<file path="config.mk">
export PLATFORM = sky130hd
export DESIGN_NAME = fwd_source_pipe_flat
export DESIGN_NICKNAME = d
export VERILOG_FILES = /design/src/rtl/fwd_source_pipe_if.sv /design/src/rtl/fwd_source_pipe.sv /design/src/flat_wrapper.sv
export SDC_FILE = /design/constraint.sdc
export NUM_CORES = 1
export LEC_CHECK = 0
export ABC_AREA = 1
export CAP_MARGIN = 10
export CORE_MARGIN = 3
export CORE_UTILIZATION = 29
export CTS_BUF_LIST = sky130_fd_sc_hd__clkbuf_4
export CTS_CLUSTER_DIAMETER = 40
export CTS_CLUSTER_SIZE = 16
export DETAILED_ROUTE_END_ITERATION = 8
export GPL_TIMING_DRIVEN = 0
export RECOVER_POWER = 100
export SETUP_SLACK_MARGIN = 0.2
export SLEW_MARGIN = 40
export SYNTH_ARGS = -nofsm -noshare
export SYNTH_HDL_FRONTEND = slang
export SYNTH_SLANG_ARGS = --single-unit
</file>
<file path="constraint.sdc">
create_clock -name clk_i -period 1.41 [get_ports clk_i]
set_input_delay 0.2115 -clock clk_i [delete_from_list [all_inputs] [get_ports clk_i]]
set_output_delay 0.2115 -clock clk_i [all_outputs]
set_load 0.02 [all_outputs]
</file>
<file path="src/rtl/fwd_source_pipe_if.sv">
// Operand-forwarding source bundle: EX/ID inputs into the producer and the
// EX/MEM, MEM/WB tag/data, stall and counter outputs it drives.
interface fwd_source_pipe_if #(
    parameter int DATA_W = 32,
    parameter int ADDR_W = 5
);
    logic              stall_i;
    logic              flush_i;
    logic              ex_valid_i;
    logic              ex_regwrite_i;
    logic              ex_memtoreg_i;
    logic [ADDR_W-1:0] ex_rd_addr_i;
    logic [DATA_W-1:0] ex_alu_result_i;
    logic [DATA_W-1:0] mem_rdata_i;
    logic [ADDR_W-1:0] id_rs_addr_i;
    logic [ADDR_W-1:0] id_rt_addr_i;
    logic              id_uses_rs_i;
    logic              id_uses_rt_i;

    logic              EX_MEM_RegWrite_o;
    logic [ADDR_W-1:0] EX_MEM_RdAddr_o;
    logic [DATA_W-1:0] EX_MEM_Data_o;
    logic              EX_MEM_MemToReg_o;
    logic              MEM_WB_RegWrite_o;
    logic [ADDR_W-1:0] MEM_WB_RdAddr_o;
    logic [DATA_W-1:0] MEM_WB_Data_o;
    logic              load_use_stall_o;
    logic [31:0]       wb_count_o;
    logic [15:0]       stall_count_o;

    modport master (
        input  stall_i, flush_i, ex_valid_i, ex_regwrite_i, ex_memtoreg_i,
               ex_rd_addr_i, ex_alu_result_i, mem_rdata_i,
               id_rs_addr_i, id_rt_addr_i, id_uses_rs_i, id_uses_rt_i,
        output EX_MEM_RegWrite_o, EX_MEM_RdAddr_o, EX_MEM_Data_o, EX_MEM_MemToReg_o,
               MEM_WB_RegWrite_o, MEM_WB_RdAddr_o, MEM_WB_Data_o,
               load_use_stall_o, wb_count_o, stall_count_o
    );

    modport slave (
        output stall_i, flush_i, ex_valid_i, ex_regwrite_i, ex_memtoreg_i,
               ex_rd_addr_i, ex_alu_result_i, mem_rdata_i,
               id_rs_addr_i, id_rt_addr_i, id_uses_rs_i, id_uses_rt_i,
        input  EX_MEM_RegWrite_o, EX_MEM_RdAddr_o, EX_MEM_Data_o, EX_MEM_MemToReg_o,
               MEM_WB_RegWrite_o, MEM_WB_RdAddr_o, MEM_WB_Data_o,
               load_use_stall_o, wb_count_o, stall_count_o
    );
endinterface

</file>
<file path="src/rtl/fwd_source_pipe.sv">
// Producer side of operand forwarding: EX/MEM and MEM/WB tag/result registers,
// load-use hazard detection and writeback/stall performance counters.
module fwd_source_pipe #(
    parameter int DATA_W = 32,
    parameter int ADDR_W = 5
) (
    input  logic              clk_i,
    input  logic              rst_i,
    fwd_source_pipe_if.master bus
);
    logic              r_ex_mem_regwrite;
    logic [ADDR_W-1:0] r_ex_mem_rd_addr;
    logic [DATA_W-1:0] r_ex_mem_data;
    logic              r_ex_mem_memtoreg;
    logic              r_mem_wb_regwrite;
    logic [ADDR_W-1:0] r_mem_wb_rd_addr;
    logic [DATA_W-1:0] r_mem_wb_data;
    logic              r_flush_pending;
    logic [31:0]       r_wb_count;
    logic [15:0]       r_stall_count;

    logic              w_flush_eff;
    logic              w_ex_writes;
    logic              w_load_use;
    logic [ADDR_W-1:0] w_src_addr [2];
    logic [1:0]        w_src_use;
    logic [1:0]        w_src_hit;

    assign w_src_addr[0] = bus.id_rs_addr_i;
    assign w_src_addr[1] = bus.id_rt_addr_i;
    assign w_src_use     = {bus.id_uses_rt_i, bus.id_uses_rs_i};

    for (genvar gi = 0; gi < 2; gi++) begin : g_src
        assign w_src_hit[gi] = w_src_use[gi] & (w_src_addr[gi] == bus.ex_rd_addr_i);
    end

    // r0 is hard-wired zero, so a write to it is never tracked or forwarded.
    assign w_ex_writes = bus.ex_regwrite_i & (bus.ex_rd_addr_i != '0);
    assign w_flush_eff = bus.flush_i | r_flush_pending;
    assign w_load_use  = bus.ex_valid_i & bus.ex_memtoreg_i & w_ex_writes
                       & (|w_src_hit) & ~bus.flush_i;

    always_ff @(posedge clk_i or negedge rst_i) begin
        if (!rst_i) begin
            r_ex_mem_regwrite <= 1'b0;
            r_ex_mem_rd_addr  <= '0;
            r_ex_mem_data     <= '0;
            r_ex_mem_memtoreg <= 1'b0;
            r_mem_wb_regwrite <= 1'b0;
            r_mem_wb_rd_addr  <= '0;
            r_mem_wb_data     <= '0;
            r_flush_pending   <= 1'b0;
            r_wb_count        <= '0;
            r_stall_count     <= '0;
        end else begin
            if (bus.stall_i) begin
                // A flush arriving while held is remembered for the first free edge.
                if (bus.flush_i) begin
                    r_flush_pending <= 1'b1;
                end
            end else begin
                r_flush_pending <= 1'b0;
                if (w_flush_eff || !bus.ex_valid_i) begin
                    r_ex_mem_regwrite <= 1'b0;
                    r_ex_mem_rd_addr  <= '0;
                    r_ex_mem_data     <= '0;
                    r_ex_mem_memtoreg <= 1'b0;
                end else begin
                    r_ex_mem_regwrite <= w_ex_writes;
                    r_ex_mem_rd_addr  <= w_ex_writes ? bus.ex_rd_addr_i : '0;
                    r_ex_mem_data     <= bus.ex_alu_result_i;
                    r_ex_mem_memtoreg <= bus.ex_memtoreg_i;
                end
                r_mem_wb_regwrite <= r_ex_mem_regwrite;
                r_mem_wb_rd_addr  <= r_ex_mem_rd_addr;
                r_mem_wb_data     <= r_ex_mem_memtoreg ? bus.mem_rdata_i : r_ex_mem_data;
                if (r_mem_wb_regwrite) begin
                    r_wb_count <= r_wb_count + 32'd1;
                end
            end
            if (bus.stall_i || w_load_use) begin
                r_stall_count <= r_stall_count + 16'd1;
            end
        end
    end

    assign bus.EX_MEM_RegWrite_o = r_ex_mem_regwrite;
    assign bus.EX_MEM_RdAddr_o   = r_ex_mem_rd_addr;
    assign bus.EX_MEM_Data_o     = r_ex_mem_data;
    assign bus.EX_MEM_MemToReg_o = r_ex_mem_memtoreg;
    assign bus.MEM_WB_RegWrite_o = r_mem_wb_regwrite;
    assign bus.MEM_WB_RdAddr_o   = r_mem_wb_rd_addr;
    assign bus.MEM_WB_Data_o     = r_mem_wb_data;
    assign bus.load_use_stall_o  = w_load_use;
    assign bus.wb_count_o        = r_wb_count;
    assign bus.stall_count_o     = r_stall_count;
endmodule
</file>
<file path="src/flat_wrapper.sv">
// flat-port wrapper written by rule: the top's interface ports become plain ports
module fwd_source_pipe_flat 
#(
    parameter int DATA_W = 32,
    parameter int ADDR_W = 5
)
  (clk_i, rst_i, bus_stall_i, bus_flush_i, bus_ex_valid_i, bus_ex_regwrite_i, bus_ex_memtoreg_i, bus_ex_rd_addr_i, bus_ex_alu_result_i, bus_mem_rdata_i, bus_id_rs_addr_i, bus_id_rt_addr_i, bus_id_uses_rs_i, bus_id_uses_rt_i, bus_EX_MEM_RegWrite_o, bus_EX_MEM_RdAddr_o, bus_EX_MEM_Data_o, bus_EX_MEM_MemToReg_o, bus_MEM_WB_RegWrite_o, bus_MEM_WB_RdAddr_o, bus_MEM_WB_Data_o, bus_load_use_stall_o, bus_wb_count_o, bus_stall_count_o);
  fwd_source_pipe_if #(.DATA_W(DATA_W), .ADDR_W(ADDR_W)) bus_i ();
  input  logic clk_i;
  input  logic rst_i;
  input wire logic [$bits(bus_i.stall_i)-1:0] bus_stall_i;
  input wire logic [$bits(bus_i.flush_i)-1:0] bus_flush_i;
  input wire logic [$bits(bus_i.ex_valid_i)-1:0] bus_ex_valid_i;
  input wire logic [$bits(bus_i.ex_regwrite_i)-1:0] bus_ex_regwrite_i;
  input wire logic [$bits(bus_i.ex_memtoreg_i)-1:0] bus_ex_memtoreg_i;
  input wire logic [$bits(bus_i.ex_rd_addr_i)-1:0] bus_ex_rd_addr_i;
  input wire logic [$bits(bus_i.ex_alu_result_i)-1:0] bus_ex_alu_result_i;
  input wire logic [$bits(bus_i.mem_rdata_i)-1:0] bus_mem_rdata_i;
  input wire logic [$bits(bus_i.id_rs_addr_i)-1:0] bus_id_rs_addr_i;
  input wire logic [$bits(bus_i.id_rt_addr_i)-1:0] bus_id_rt_addr_i;
  input wire logic [$bits(bus_i.id_uses_rs_i)-1:0] bus_id_uses_rs_i;
  input wire logic [$bits(bus_i.id_uses_rt_i)-1:0] bus_id_uses_rt_i;
  output wire logic [$bits(bus_i.EX_MEM_RegWrite_o)-1:0] bus_EX_MEM_RegWrite_o;
  output wire logic [$bits(bus_i.EX_MEM_RdAddr_o)-1:0] bus_EX_MEM_RdAddr_o;
  output wire logic [$bits(bus_i.EX_MEM_Data_o)-1:0] bus_EX_MEM_Data_o;
  output wire logic [$bits(bus_i.EX_MEM_MemToReg_o)-1:0] bus_EX_MEM_MemToReg_o;
  output wire logic [$bits(bus_i.MEM_WB_RegWrite_o)-1:0] bus_MEM_WB_RegWrite_o;
  output wire logic [$bits(bus_i.MEM_WB_RdAddr_o)-1:0] bus_MEM_WB_RdAddr_o;
  output wire logic [$bits(bus_i.MEM_WB_Data_o)-1:0] bus_MEM_WB_Data_o;
  output wire logic [$bits(bus_i.load_use_stall_o)-1:0] bus_load_use_stall_o;
  output wire logic [$bits(bus_i.wb_count_o)-1:0] bus_wb_count_o;
  output wire logic [$bits(bus_i.stall_count_o)-1:0] bus_stall_count_o;
  assign bus_i.stall_i = bus_stall_i;
  assign bus_i.flush_i = bus_flush_i;
  assign bus_i.ex_valid_i = bus_ex_valid_i;
  assign bus_i.ex_regwrite_i = bus_ex_regwrite_i;
  assign bus_i.ex_memtoreg_i = bus_ex_memtoreg_i;
  assign bus_i.ex_rd_addr_i = bus_ex_rd_addr_i;
  assign bus_i.ex_alu_result_i = bus_ex_alu_result_i;
  assign bus_i.mem_rdata_i = bus_mem_rdata_i;
  assign bus_i.id_rs_addr_i = bus_id_rs_addr_i;
  assign bus_i.id_rt_addr_i = bus_id_rt_addr_i;
  assign bus_i.id_uses_rs_i = bus_id_uses_rs_i;
  assign bus_i.id_uses_rt_i = bus_id_uses_rt_i;
  assign bus_EX_MEM_RegWrite_o = bus_i.EX_MEM_RegWrite_o;
  assign bus_EX_MEM_RdAddr_o = bus_i.EX_MEM_RdAddr_o;
  assign bus_EX_MEM_Data_o = bus_i.EX_MEM_Data_o;
  assign bus_EX_MEM_MemToReg_o = bus_i.EX_MEM_MemToReg_o;
  assign bus_MEM_WB_RegWrite_o = bus_i.MEM_WB_RegWrite_o;
  assign bus_MEM_WB_RdAddr_o = bus_i.MEM_WB_RdAddr_o;
  assign bus_MEM_WB_Data_o = bus_i.MEM_WB_Data_o;
  assign bus_load_use_stall_o = bus_i.load_use_stall_o;
  assign bus_wb_count_o = bus_i.wb_count_o;
  assign bus_stall_count_o = bus_i.stall_count_o;
  fwd_source_pipe #(.DATA_W(DATA_W), .ADDR_W(ADDR_W)) u_core (.clk_i(clk_i), .rst_i(rst_i), .bus(bus_i));
endmodule
</file>
==> results.toml <==
[run_status]
outcome = "finished with violations"
failed_checks = "negative setup slack"

[setup_path]
cp.arrival_ns = 1.91
critical_path_required_ns = 1.86
timing.critical_path.to_type = "flop"
critPathMaxFanout = 5
path_class = "reg2reg"
worstSetupStartpointType = "flop"

[yosys]
synth_top_area_share = 0.514
yosys_most_used_dff = "dfrtp_1"
synth_cells = 729
synth-edff-count = 0
yosysUniqueCellTypes = 31
synth_seq_cells = 126
postSynthAreaPerCell_um2 = 8.41
synthesis.nets = 819
synth-seq-area-share = 0.514
yosys.cell_count.top_type = "nand2_1"
ys_warn_count = 0
synth_top_cells_by_count = "nand2_1 (211), dfrtp_1 (126), nor2_1 (90)"
synth_top_cell_by_area = "dfrtp_1"
synth.cell_area_um2 = 6130
ys_top_cells_by_area = "dfrtp_1 (51%), nand2_1 (13%), nor2_1 (5.5%), a21oi_1 (5.2%), a22o_1 (4.6%)"
synth_async_sr_flop_share = 1.00

[sta]
fin_hold_ws_ns = 0.0913
period_minus_slack_ns = 1.46
postLayoutSetupSlackWorst_ns = -0.0508
post-route-period-util = 1.04
worst_slew_pin_slew_ns = 0.868
timing_max_transition_violations_final = 0
max_clock_freq_mhz = 685
skew_ns = 0.0403
grt_setup_unrepaired = "yes"
worst_slew_margin_rel = 0.421
report.final.hold_viol_count = 0
final_setup_viols = 16

[die]
floorplan.die.width_um = 151
coreArea_um2 = 20500
die_y_um = 151
dieArea_um2 = 22900
pin_count = 214
initial_utilization = 0.299
core.rowCount = 52

[final_layout]
post_route_cells_drive_above_1_share = 0.478
design_area_um2 = 11200
nNetsFinal = 1213
storage_element_area_um2 = 3200
post-route-util = 0.549
area_growth_syn_to_layout_pct = 83.4
multi_input_comb_area_um2 = 3330
number_of_inserted_filler_cells_in_the_final_layout = 1783

[grt]
via_count_of_the_first_global_routing_pass = 6358
grt_first_pass_wirelength_um = 34300
total_overflow_reported_by_the_global_router = 0
antenna_found_initial = 2
total_grt_usage = 0.194
grt_max_degree = 68

[clock_network]
clock-root-buffer = "clkbuf_4"
clock_buffer_count_from_cts = 17
clkSlewWorstSetupHoldPaths_ns = 0.12
clock_tree.htree_level_count = 4
tritoncts = "yes"
numClockSinks = 126
clock_tree.buffer_depth = 2
insertion_delay_ns = 0.56

[hold_path]
min-delay-path-class = "in2reg"

[route]
dr.pass1.iters = 4
antenna_violating_nets_post_route = 0
routedWlPerCell_um = 16.1
drc = 0
dr_wl_met2_um = 11700
via_per_inst = 4.60
met1_wl_um = 9010
drt_iter0_drc = 271
route.vias.total = 6470
wl_met3_um = 1650
top_signal_layer_used = "met5"
postRouteWirelength_um = 22700

[placement]
place.port_buffers = 212
place_area_um2 = 8790
dp.final_hpwl_um = 14800
gp_routability_congestion = 0.823

[run]
drv.max_cap_violation_count = 0

[power_and_ir_drop]
highest_ir_drop_seen_on_vdd_uv = 548
p_per_area_nw_per_um2 = 854
leakage_uw = 0.00566
[final cells by class]
cell class,count,share of cell area
timing repair buffer,375,0.329
multi-input combinational,518,0.296
sequential,126,0.285
tap,270,0.0300
inverter,58,0.0221
buffer,27,0.0151
clock buffer,19,0.0127
clock inverter,13,0.0103
antenna,1,0.000223
[per-stage QoR]
| step | total power, uW | setup slack, ns | TNS, ns | instances |
|---|---|---|---|---|
| floorplan | 5210 | 0.0282 | 0 | 729 |
| global placement | 6320 | -5.70 | -693.15 | 1211 |
| detailed placement | 6350 | -1.07 | -21.49 | 1212 |
| CTS | 9400 | -0.0462 | -0.313 | 1365 |
| global route | 10100 | -0.148 | -4.22 | 1407 |
| finish | 9600 | -0.0508 | -0.445 | 1407 |
[cell families after synthesis]
group | after synthesis | share of synthesized area
xor+xnor | 33 | 0.0471
compound gates | 111 | 0.111
buf+inv | 85 | 0.0559
flops | 126 | 0.514
simple gates | 372 | 0.267
fa+ha+maj | 2 | 0.00408
[what timing repair did]
item,4_1_cts,5_1_grt
hold buffers,4,3
endpoints found under the setup margin,229,237
hold endpoints to repair,87,3
resized for setup,918,175
buffers inserted,117,38
pin swaps,67,78
[per-layer routing]
metal | track usage | vias up
met3 | 0.0664 | 31
li1 | - | 3144
met4 | 0.0422 | 2
met5 | 0 | -
met2 | 0.333 | 189
met1 | 0.234 | 3104
[path summary, 6_finish.rpt]
kind,start,to,slack (ns),cells after the start
worst min-delay path,bus_ex_memtoreg_i,u_core.bus.EX_MEM_MemToReg_o,0.09,3
min in group asynchronous,rst_i,u_core.bus.stall_count_o[8],0.33,2
max in group asynchronous,rst_i,u_core.bus.EX_MEM_MemToReg_o,0.20,3
worst max-delay path,u_core.bus.wb_count_o[6],u_core.bus.wb_count_o[26],-0.05,10
worst max register to register,u_core.bus.wb_count_o[6],u_core.bus.wb_count_o[26],-0.05,10
worst min register to register,u_core.r_flush_pending,u_core.r_flush_pending,0.51,2
[report_power, final]
| group | leakage [uW] | switching, uW | internal (uW) |
|---|---|---|---|
| Clock | 0.000129 | 1520 | 916 |
| Sequential | 0.00162 | 300 | 3900 |
| Combinational | 0.00391 | 1400 | 1560 |
| Total | 0.00566 | 3210 | 6380 |
[registers in the layout, summed over array words and instances, names as in the netlist]
register and flops:
u_core.bus.EX_MEM_RegWrite_o 1, u_core.bus.MEM_WB_Data_o 32, u_core.bus.MEM_WB_RdAddr_o 5, u_core.bus.EX_MEM_MemToReg_o 1
u_core.bus.MEM_WB_RegWrite_o 1, u_core.bus.EX_MEM_RdAddr_o 5, u_core.bus.stall_count_o 16, u_core.bus.EX_MEM_Data_o 32
u_core.r_flush_pending 1, u_core.bus.wb_count_o 32
[placed cells by master (no fill, tap or decap), types with 6 or more instances in the layout]
master / instances
dlygate4sd3_1: 7
clkdlybuf4s50_1: 64
nor2_4: 26
buf_4: 107
xnor2_2: 7
nand2_1: 156
nand3_2: 9
dfrtp_1: 87
a21oi_1: 62
nor2_2: 17
inv_2: 10
dfrtp_2: 39
clkbuf_2: 9
clkbuf_4: 26
a22o_1: 32
nand2_4: 27
clkbuf_1: 9
nand4_1: 6
o21ai_0: 7
nor2_1: 52
xor2_1: 18
buf_6: 182
inv_1: 39
nand3b_1: 6
xnor2_1: 7
nand2_2: 32
nand3_1: 24
[critical path: stages (launching register included)]
cell     delay [ns]
dfrtp_2        0.41
buf_4          0.13
nand2_1        0.06
inv_2          0.10
nand2_4        0.10
nor2_8         0.19
nand2_4        0.10
nor2_8         0.13
nand2_1        0.06
nand2_1        0.06
nand2_1        0.05
Power figures use the tool's default switching activity.
